==> config.mk <==
export PLATFORM = sky130hd
export DESIGN_NAME = fifo_uart_tx
export DESIGN_NICKNAME = d
export VERILOG_FILES = /design/src/rtl/fifo_pkg.sv /design/src/rtl/uart_baud_cnt.sv /design/src/rtl/fifo_uart_tx.sv
export SDC_FILE = /design/constraint.sdc
export NUM_CORES = 1
export LEC_CHECK = 0
export ABC_AREA = 1
export CAP_MARGIN = 20
export CORE_MARGIN = 2
export CORE_UTILIZATION = 58
export DETAILED_ROUTE_END_ITERATION = 10
export PLACE_DENSITY_LB_ADDON = 0.2
export SETUP_SLACK_MARGIN = 0.15
export SLEW_MARGIN = 5
export SYNTH_ARGS = -nofsm -noshare
export SYNTH_HDL_FRONTEND = slang
export SYNTH_SLANG_ARGS = --single-unit
==> constraint.sdc <==
create_clock -name clk -period 6.5 [get_ports clk]
set_clock_uncertainty 0.05 [all_clocks]
set_input_delay 1.3 -clock clk [delete_from_list [all_inputs] [get_ports clk]]
set_output_delay 1.3 -clock clk [all_outputs]
set_load 0.005 [all_outputs]
==> src/rtl/fifo_pkg.sv <==
// Shared definitions for the FIFO drain / UART transmit slice.
// State encoding, data width and line levels used by the drain FSM.
package fifo_pkg;

    localparam int DATA_W = 8;
    localparam int CNT_W  = 16;

    localparam logic LINE_IDLE  = 1'b1;
    localparam logic LINE_START = 1'b0;

    localparam logic [2:0] ST_IDLE   = 3'd0;
    localparam logic [2:0] ST_POP    = 3'd1;
    localparam logic [2:0] ST_LOAD   = 3'd2;
    localparam logic [2:0] ST_START  = 3'd3;
    localparam logic [2:0] ST_DATA   = 3'd4;
    localparam logic [2:0] ST_PARITY = 3'd5;
    localparam logic [2:0] ST_STOP   = 3'd6;

    typedef enum logic [2:0] {
        S_IDLE   = ST_IDLE,
        S_POP    = ST_POP,
        S_LOAD   = ST_LOAD,
        S_START  = ST_START,
        S_DATA   = ST_DATA,
        S_PARITY = ST_PARITY,
        S_STOP   = ST_STOP
    } state_t;

    function automatic logic calc_parity(
        input logic [DATA_W-1:0] data,
        input logic              odd
    );
        return (^data) ^ odd;
    endfunction

endpackage

==> src/rtl/uart_baud_cnt.sv <==
// Bit-period timer: counts 0..CLKS_PER_BIT-1 and flags the last cycle.
// Held at zero while clr is high so the first bit starts a full period.
module uart_baud_cnt #(
    parameter int CLKS_PER_BIT = 16
) (
    input  logic clk,
    input  logic rst_n,
    input  logic clr,
    output logic bit_tick
);

    localparam int RAW_W = $clog2(CLKS_PER_BIT + 1);
    localparam int CW    = (RAW_W < 1) ? 1 : RAW_W;
    localparam logic [CW-1:0] LAST = CW'(CLKS_PER_BIT - 1);

    logic [CW-1:0] cnt;

    assign bit_tick = !clr && (cnt == LAST);

    always_ff @(posedge clk or negedge rst_n) begin
        if (!rst_n) begin
            cnt <= '0;
        end else if (clr || bit_tick) begin
            cnt <= '0;
        end else begin
            cnt <= cnt + 1'b1;
        end
    end

endmodule

==> src/rtl/fifo_uart_tx.sv <==
// FIFO drain stage: pops one byte per frame and shifts it out as 8N1/8E1/8O1
// with one or two stop bits on a registered, idle-high serial line.
module fifo_uart_tx
    import fifo_pkg::*;
#(
    parameter int CLKS_PER_BIT = 16,
    parameter int PARITY_EN    = 0,
    parameter int PARITY_ODD   = 0,
    parameter int STOP_BITS    = 1
) (
    input  logic              clk,
    input  logic              rst_n,
    input  logic              enable,
    input  logic              fifo_nostock,
    input  logic [DATA_W-1:0] fifo_dout,
    output logic              fifo_rd,
    output logic              tx,
    output logic              busy,
    output logic              tx_done,
    output logic [CNT_W-1:0]  byte_cnt
);

    if (CLKS_PER_BIT < 2 || CLKS_PER_BIT > 65535) begin : g_bad_cpb
        $error("fifo_uart_tx: CLKS_PER_BIT out of range");
    end
    if (STOP_BITS < 1 || STOP_BITS > 2) begin : g_bad_stop
        $error("fifo_uart_tx: STOP_BITS must be 1 or 2");
    end

    state_t            state;
    state_t            state_d;
    logic [DATA_W-1:0] sreg;
    logic [DATA_W-1:0] sreg_d;
    logic              par_bit;
    logic              par_d;
    logic [2:0]        bit_cnt;
    logic [2:0]        bit_cnt_d;
    logic              tx_q;
    logic              tx_d;
    logic [CNT_W-1:0]  byte_cnt_q;
    logic              bit_tick;
    logic              baud_clr;
    logic              last_stop;
    logic              done_d;

    // Baud timer only runs while a bit is on the line.
    assign baud_clr  = (state == S_IDLE) || (state == S_POP) ||
                       (state == S_LOAD);
    assign last_stop = (bit_cnt == 3'(STOP_BITS - 1));

    uart_baud_cnt #(
        .CLKS_PER_BIT(CLKS_PER_BIT)
    ) u_baud (
        .clk     (clk),
        .rst_n   (rst_n),
        .clr     (baud_clr),
        .bit_tick(bit_tick)
    );

    always_comb begin
        state_d   = state;
        sreg_d    = sreg;
        par_d     = par_bit;
        bit_cnt_d = bit_cnt;
        done_d    = 1'b0;
        unique case (state)
            S_IDLE: begin
                if (enable && !fifo_nostock) begin
                    state_d = S_POP;
                end
            end
            S_POP: begin
                state_d = S_LOAD;
            end
            S_LOAD: begin
                sreg_d    = fifo_dout;
                par_d     = calc_parity(fifo_dout, PARITY_ODD != 0);
                bit_cnt_d = '0;
                state_d   = S_START;
            end
            S_START: begin
                if (bit_tick) begin
                    bit_cnt_d = '0;
                    state_d   = S_DATA;
                end
            end
            S_DATA: begin
                if (bit_tick) begin
                    sreg_d = sreg >> 1;
                    if (bit_cnt == 3'd7) begin
                        bit_cnt_d = '0;
                        state_d   = (PARITY_EN != 0) ? S_PARITY : S_STOP;
                    end else begin
                        bit_cnt_d = bit_cnt + 3'd1;
                    end
                end
            end
            S_PARITY: begin
                if (bit_tick) begin
                    bit_cnt_d = '0;
                    state_d   = S_STOP;
                end
            end
            S_STOP: begin
                if (bit_tick) begin
                    if (last_stop) begin
                        done_d  = 1'b1;
                        state_d = S_IDLE;
                    end else begin
                        bit_cnt_d = bit_cnt + 3'd1;
                    end
                end
            end
            default: begin
                state_d = S_IDLE;
            end
        endcase
    end

    // Line level is derived from the next state so tx can be a flop.
    always_comb begin
        tx_d = LINE_IDLE;
        unique case (state_d)
            S_START:  tx_d = LINE_START;
            S_DATA:   tx_d = sreg_d[0];
            S_PARITY: tx_d = par_d;
            default:  tx_d = LINE_IDLE;
        endcase
    end

    always_ff @(posedge clk or negedge rst_n) begin
        if (!rst_n) begin
            state      <= S_IDLE;
            sreg       <= '0;
            par_bit    <= 1'b0;
            bit_cnt    <= '0;
            tx_q       <= LINE_IDLE;
            byte_cnt_q <= '0;
        end else begin
            state   <= state_d;
            sreg    <= sreg_d;
            par_bit <= par_d;
            bit_cnt <= bit_cnt_d;
            tx_q    <= tx_d;
            if (done_d) begin
                byte_cnt_q <= byte_cnt_q + 1'b1;
            end
        end
    end

    assign fifo_rd  = (state == S_POP);
    assign busy     = (state != S_IDLE);
    assign tx_done  = done_d;
    assign tx       = tx_q;
    assign byte_cnt = byte_cnt_q;

endmodule

## After elaboration in Yosys (flattened, before gate mapping)

Cells that the tools add are included.

- Register bits after elaboration: 37
- Input bits: 12
- Output and inout port bits: 20
- Word-level logic and storage cells: 64

- Add/sub/neg operators: 3
- Eq/ne operators: 15
- Multiplexer cells: 22
- Reduce and logical (&&, ||, !) cells: 16

Operator list:

| kind | count |
|---|---|
| $mux 3 | 12 |
| $pmux 3 s7 | 1 |
| $eq 3x3->1 const B | 6 |
| $add 16x1->16 const B | 1 |
| $pmux 8 s2 | 1 |
| $pmux 3 s4 | 1 |
| $eq 3x2->1 const B | 3 |
| $mux 8 | 1 |
| $reduce_xor 8->1 | 1 |
| $logic_not 3->1 | 2 |
| $ne 2x1->1 const B | 3 |
| $add 5x1->5 const B | 1 |
| $eq 5x4->1 const B | 1 |
| $mux 5 | 1 |
| $reduce_and 5->1 | 1 |
| $mux 1 | 4 |
| $reduce_bool 4->1 | 1 |
| $add 3x1->3 const B | 1 |
| $eq 3x1->1 const B | 1 |
| $logic_or 1x1->1 | 3 |
| $pmux 1 s3 | 1 |
| $reduce_bool 3->1 | 1 |
| $logic_and 1x1->1 | 2 |
| $logic_not 1->1 | 2 |
| 4 further kinds | 4 |

## Depth between registers and ports, before layout

Gate-level depths: netlist (run 1).

- Word-level depth: 9
- Mapped depth: 14
- Gate-level depth less buffers: 13

## Hierarchy

A second synthesis (run 1) with hierarchy kept.

- Cell total of the unflattened synthesis: 303
- Area total of the unflattened synthesis: 2277.2 µm²

By module, submodules not included:

| module | times used | cells an instance | area each (µm²) | seq. area each (µm²) |
|---|---|---|---|---|
| fifo_uart_tx | 1 | 277 | 2049.5 | 802.0 |
| uart_baud_cnt | 1 | 26 | 227.7 | 125.1 |

## Worst setup path before layout (run 1)

Ideal clock, no wire load.

- Path type: register to output
- Start: reg u_baud.cnt[0]
- End: out tx_done
- Arrival: 1.701 ns
- Required time: 5.150 ns
- Slack: 3.449 ns
- Stages on the path, launching flop included: 9
- Path buffers: 2
- Cells stage by stage: dfrtp_1 -> ha_1 -> nand2_1 -> nor2_1 -> ha_1 -> clkbuf_1 -> nand3_1 -> nor3_4 -> buf_2

- Word-level cells in the longest chain between the ends: 4

Ends and longest elaborated chain:

| item | RTL line | text |
|---|---|---|
| start, declared | uart_baud_cnt.sv:16 | `logic [CW-1:0] cnt;` |
| start signal, assigned | uart_baud_cnt.sv:26 | `cnt <= cnt + 1'b1;` |
| $eq 5x4->1 | uart_baud_cnt.sv:18 | `assign bit_tick = !clr && (cnt == LAST);` |
| $logic_and 1x1->1 | uart_baud_cnt.sv:18 |  |
| $mux 1 | fifo_uart_tx.sv:105 | `if (bit_tick) begin` |
| $mux 1 | fifo_uart_tx.sv:66 | `unique case (state)` |
| end, declared | fifo_uart_tx.sv:19 | `output logic tx_done,` |

No other way between the ends.

## Worst setup path in the final report (run 1)

Ends and elaborated chain as after synthesis.

==> reports/metrics.yaml, run 1 <==
power:
  finalPower_mw: 0.377
  peakVddDrop_mv: 0.124
  p_leak_nw: 1.24
  p_per_area_nw_per_um2: 149
cells_and_area:
  layout-drive-gt1-share: 0.0564
  nets: 336
  instances_no_fill: 365
  area_growth_pct: 19.6
  stdcell_area_sq_um: 2530
  antenna_cells: 0
synth:
  yosys.area.top_type: "dfrtp_1"
  ys_types: 27
  synth_top_area_share: 0.426
  synth_seq_area_share: 0.438
  synth_fp_nets: 300
  synth_area_per_cell_sq_um: 7.50
  ys_seq_elements: 37
  synth_warnings: 0
  synthTopCellsByArea: "dfrtp_1 (43%), nand2_1 (16%), inv_1 (6.6%)"
  netlist_instances: 282
  syn_area_sq_um: 2110
sta:
  rsz0062_at_grt: "false"
  period_share: 0.630
  hold_viol_final: 0
  finalCriticalPeriod_ns: 4.10
  setup_viol: 0
  tns_ns: 0
  drv_slew: 0
  max_freq_ghz: 0.244
  worst_slew_pin_slew_ns: 0.630
  maxSlewHeadroom: 0.579
  whs_ns: 0.414
global_routing:
  grt_max_degree: 38
  antenna_found_initial: 0
  grt_pass1_wl_um: 7510
  grt.total_usage: 0.233
  grt_pass1_vias: 1762
  grt-ovfl-total: 0
drt:
  drc: 0
  wl_met1_um: 2020
  postRouteAntennaNets: 0
  vias_per_cell: 5.18
  routed.top_layer: "met4"
  met2_wirelength_um: 2020
  wl_per_cell_um: 11.8
  wirelength_um: 4320
  dr.pass1.iters: 5
  routed-via-count: 1891
  dr_wl_met3_um: 220
  drt_iter0_drc: 122
critical_path:
  start_kind: "flip-flop"
  crit_required_ns: 5.15
  r2r-start: "u_baud.cnt[0]"
  crit_type: "reg -> out"
  crit_arrival_ns: 2.75
  reg2reg_to: "byte_cnt[4]"
  cp_max_fo: 17
  r2r_cells: 9
  end_kind: "output pin"
  r2r_slack_ns: 4.07
clock_network:
  cts_buffers: 5
  clockBufferDepth: 2
  cts_tree: "yes"
  clock_latency_ns: 0.33
  h-tree-depth: 2
  cts_sinks: 37
  root_buffer: "clkbuf_4"
  cts_resized: 0
  postCtsHoldBufs: 0
  cts_setup_buffers: 0
  clkTransAtPathRegs_ns: 0.10
placed_design:
  place_area_sq_um: 2480
  gp_congestion: 0.891
  dp_hpwl_um: 3240
  port_buffers: 31
  place_inst: 357
min_path:
  min_from: "u_baud.cnt[0]"
  hold-path-endpoint: "u_baud.cnt[0]"
  whs_path_depth: 1
  hold_class: "reg -> reg"
floorplanning:
  die_area_sq_um: 4140
  core_sq_um: 3420
  pin_count: 32
  dieHeight_um: 64.4
  initial_core_util: 0.619
  rows: 21
  die_w_um: 64.4
run:
  cap_viol_max_count: 0
outcome:
  status: "complete, no violations"
-- power breakdown --
group          internal, mW  leakage, nW  switching [mW]
Sequential            0.234        0.466         0.00149
Combinational        0.0134        0.738          0.0165
Clock                0.0412       0.0320          0.0706
-- critical path: stages (launching register included) --
cell and delay (ns):
dfrtp_1 0.38, ha_1 0.17, nand2_1 0.07, nor2_1 0.10, ha_1 0.36, nand3_1 0.19, nor3_4 0.52, clkdlybuf4s50_1 0.62
-- kinds of logic after synthesis --
logic type | after synthesis | synth area share
and+or+nand+nor | 157 | 0.317
AOI/OAI and AO/OA | 22 | 0.0663
adders and majority gates | 6 | 0.0355
buffers and inverters | 45 | 0.0805
xor gates and xnor gates | 15 | 0.0621
DFF | 37 | 0.438
-- flip-flops by register name, indices dropped and copies added, names as in the netlist --
signal and count:
u_baud.cnt 5, tx 1, par_bit 1, byte_cnt 16, state 3, bit_cnt 3
sreg 8
-- cells in the mapped netlist --
cell type	count
a21boi_0	1
a21oi_1	2
buf_2	1
clkbuf_1	2
dfrtp_1	36
dfstp_2	1
ha_1	6
inv_1	37
inv_2	5
nand2_1	91
nand2_2	1
nand3_1	17
nand3b_1	1
nand4_1	9
nor2_1	29
nor3_1	5
nor3_2	1
nor3_4	1
nor3b_1	1
o211ai_1	2
o21ai_0	10
o21bai_1	1
o221ai_1	5
o22ai_1	1
or2_2	1
xnor2_1	4
xor2_1	11
-- worst max-delay path by stage --
| stage | endpoint | startpoint | cells after the start |
|---|---|---|---|
| 3_3_place_gp | tx_done | u_baud.cnt[0] | 7 |
| 4_1_cts | tx_done | u_baud.cnt[0] | 7 |
| 6_report | tx_done | u_baud.cnt[0] | 7 |
| 5_1_grt | tx_done | u_baud.cnt[0] | 7 |
| 3_5_place_dp | tx_done | u_baud.cnt[0] | 7 |
| 2_1_floorplan | tx_done | u_baud.cnt[0] | 8 |
-- per-layer routing --
metal	up-vias	global-route usage
met5	-	0
met4	0	0.0824
met3	6	0.0616
met2	53	0.395
met1	865	0.287
li1	967	-
-- layout by cell type, fill, tap and decap left out --
cell type,n
o211ai_1,2
nand4_1,9
clkdlybuf4s50_1,31
o21bai_1,1
dfrtp_1,36
xnor2_1,4
a21oi_1,2
inv_2,5
nor3_2,1
a21boi_0,1
o22ai_1,1
nor3_4,1
clkbuf_4,5
nand2_2,1
nor2_1,29
clkinv_2,2
nor3b_1,1
nand2_1,91
clkbuf_1,1
ha_1,6
o21ai_0,10
o221ai_1,5
buf_4,1
nand3_1,17
nand3b_1,1
inv_1,37
nor3_1,5
xor2_1,11
or2_2,1
dfstp_2,1
-- stage by stage --
| step | setup WS [ns] | util |
|---|---|---|
| 2_1_floorplan | 3.45 | - |
| 3_3_place_gp | 2.85 | 0.725 |
| 3_5_place_dp | 2.76 | 0.725 |
| 4_1_cts | 2.40 | 0.740 |
| 5_1_grt | 2.17 | 0.740 |
| 6_report | 2.40 | 0.740 |
-- final cells by class --
type	count	area, sq um
flip-flops and latches	37	927
fillers	270	887
inverters	42	158
well taps	46	57.6
multi-input cells	200	1020
clock inverters	2	10.0
repair buffers	32	318
clock buffers	6	41.3
Note: power is estimated with default switching activity, not from simulation.
==> run 2, diff against run 1 <==
- CORE_UTILIZATION: 58 -> 48
- clock period: 6.5 -> 3.73 ns (I/O delays scaled with it)
==> reports/metrics.yaml, run 2 (synthesis results as in run 1) <==
min_path:
  min_from: "u_baud.cnt[0]"
  whs_path_depth: 1  # unchanged
  hold_class: "reg -> reg"
  hold-path-endpoint: "u_baud.cnt[0]"
cells_and_area:
  fin_util: 0.598  # -0.143
  nets: 336  # unchanged
  final_common_cell: "nand2_1"
  layout-drive-gt1-share: 0.0627  # +0.00627
  area_growth_pct: 21.4
  final_cell_mix: "nand2_1 (91), inv_1 (37), dfrtp_1 (36), clkdlybuf4s50_1 (30), nor2_1 (29)"
  largest_reg_flops: 16  # unchanged
  antenna_cells: 0  # unchanged
run:
  cap_viol_max_count: 0  # unchanged
drt:
  routed-via-count: 1807  # -4.4%
  wirelength_um: 4270  # -1.2%
  dr.pass1.iters: 4  # -1
  drc: 0  # unchanged
  wl_per_cell_um: 11.5  # -2.8%
  drt_iter0_drc: 126  # +3.3%
  vias_per_cell: 4.87  # -6.0%
  postRouteAntennaNets: 0  # unchanged
placed_design:
  dp_hpwl_um: 3160  # -2.4%
  port_buffers: 31  # unchanged
  gp_congestion: 0.895  # +0.44%
critical_path:
  crit_arrival_ns: 2.26  # -0.49 ns
  end_kind: "output pin"
  cp_slowest_cell: "clkdlybuf4s50_1"
  max_stage_delay_ns: 0.54  # -0.08 ns
  r2r-start: "u_baud.cnt[0]"
  cp_max_fo: 10  # -7
  crit_top_cell: "ha_1"
  r2r_slack_ns: 1.53  # -2.54 ns
  crit_type: "reg -> out"
  reg2reg_to: "byte_cnt[8]"
  start_kind: "flip-flop"
  r2r_cells: 10  # +1
  path_cells: "ha_1 > nand2_1 > nor2_1 > ha_1 > nand3_1 > nor3_4 > clkdlybuf4s50_1"
  crit_required_ns: 2.93  # -2.22 ns
clock_network:
  postCtsHoldBufs: 0  # unchanged
  clock_latency_ns: 0.30  # -0.03 ns
  clkTransAtPathRegs_ns: 0.07  # -0.03 ns
  root_buffer: "clkbuf_8"
  h-tree-depth: 2  # unchanged
  cts_buffers: 5  # unchanged
  clockBufferDepth: 2  # unchanged
  cts_setup_buffers: 0  # unchanged
  cts_sinks: 37  # unchanged
  cts_tree: "yes"
  cts_resized: 0  # unchanged
power:
  peakVddDrop_mv: 0.189  # +52%
  p_leak_nw: 1.25  # +1.0%
  p_per_area_nw_per_um2: 288  # +93%
floorplanning:
  die_area_sq_um: 4950  # +19%
  initial_core_util: 0.492  # -0.127
  core_sq_um: 4290  # +26%
  dieHeight_um: 70.4  # +9.3%
  pin_count: 32  # unchanged
  die_w_um: 70.4  # +9.3%
  rows: 24  # +14%
global_routing:
  grt_pass1_vias: 1755  # -0.40%
  grt-ovfl-total: 0  # unchanged
  grt_pass1_wl_um: 7780  # +3.6%
  grt_max_degree: 38  # unchanged
  grt.total_usage: 0.197  # -0.0366
  antenna_found_initial: 0  # unchanged
sta:
  setup_viol: 0  # unchanged
  period_share: 0.821
  finalCriticalPeriod_ns: 3.06
  maxSlewHeadroom: 0.462  # -0.117
  tns_ns: 0  # unchanged
  rsz0062_at_grt: "false"
  max_freq_ghz: 0.327
  worst_slew_pin_slew_ns: 0.807  # +0.178 ns
  hold_viol_final: 0  # unchanged
  drv_slew: 0  # unchanged
outcome:
  status: "complete, no violations"
==> run 2: changes by cell type in the layout (fill, tap and decap cells not counted), sizes merged <==
| cell | delta |
|---|---|
| clkdlybuf4s50 | -1 |
| clkbuf | -1 |
| buf | +1 |
| clkinvlp | +1 |
==> run 2: worst max-delay path, delay by kind of cell (launching register included) <==
family                     cells  cell delay (ns)
and+or+nand+nor                4             0.54
buffers and inverters          1             0.54
adders and majority gates      2             0.52
DFF                            1             0.37
==> run 2: layout make-up <==
cell class / instances / area, sq um
clock inverter: 3 / 17.5
timing repair buffer: 32 / 313
sequential: 37 / 927
multi-input combinational: 200 / 1020
inverter: 42 / 158
fill: 406 / 1730
clock buffer: 5 / 68.8
tap: 52 / 65.1
==> run 2: how the worst max path moves through the flow <==
stage / from / cells after the start / slack, ns / to
detailed placement: u_baud.cnt[0] / 7 / 0.96 / tx_done
finish: u_baud.cnt[0] / 7 / 0.67 / tx_done
global route: u_baud.cnt[0] / 7 / 0.47 / tx_done
CTS: u_baud.cnt[0] / 7 / 0.63 / tx_done
global placement: u_baud.cnt[0] / 7 / 1.00 / tx_done
floorplan: u_baud.cnt[0] / 8 / 1.23 / tx_done
==> run 2: power by group <==
group	total (mW)	switching, mW	internal (mW)
Combinational	0.0502	0.0280	0.0222
Clock	0.280	0.151	0.129
Sequential	0.409	0.00208	0.407
==> run 2: layer usage <==
| layer | wire (um) | vias up | track usage |
|---|---|---|---|
| met5 | 0 | - | 0 |
| met4 | 59 | 0 | 0.0641 |
| met3 | 221 | 7 | 0.0534 |
| met2 | 1890 | 36 | 0.302 |
| met1 | 2090 | 800 | 0.269 |
| li1 | - | 964 | - |
==> run 2: metrics by stage <==
step	hold slack, ns	setup WS [ns]	total power, mW	instance area [sq um]	std cells
detailed placement	0.404	0.960	0.469	2480	363
floorplan	0.383	1.23	0.441	2110	282
global route	0.454	0.472	0.775	2570	371
CTS	0.414	0.626	0.749	2570	371
global placement	0.396	1.00	0.468	2480	363
finish	0.413	0.669	0.740	2570	371
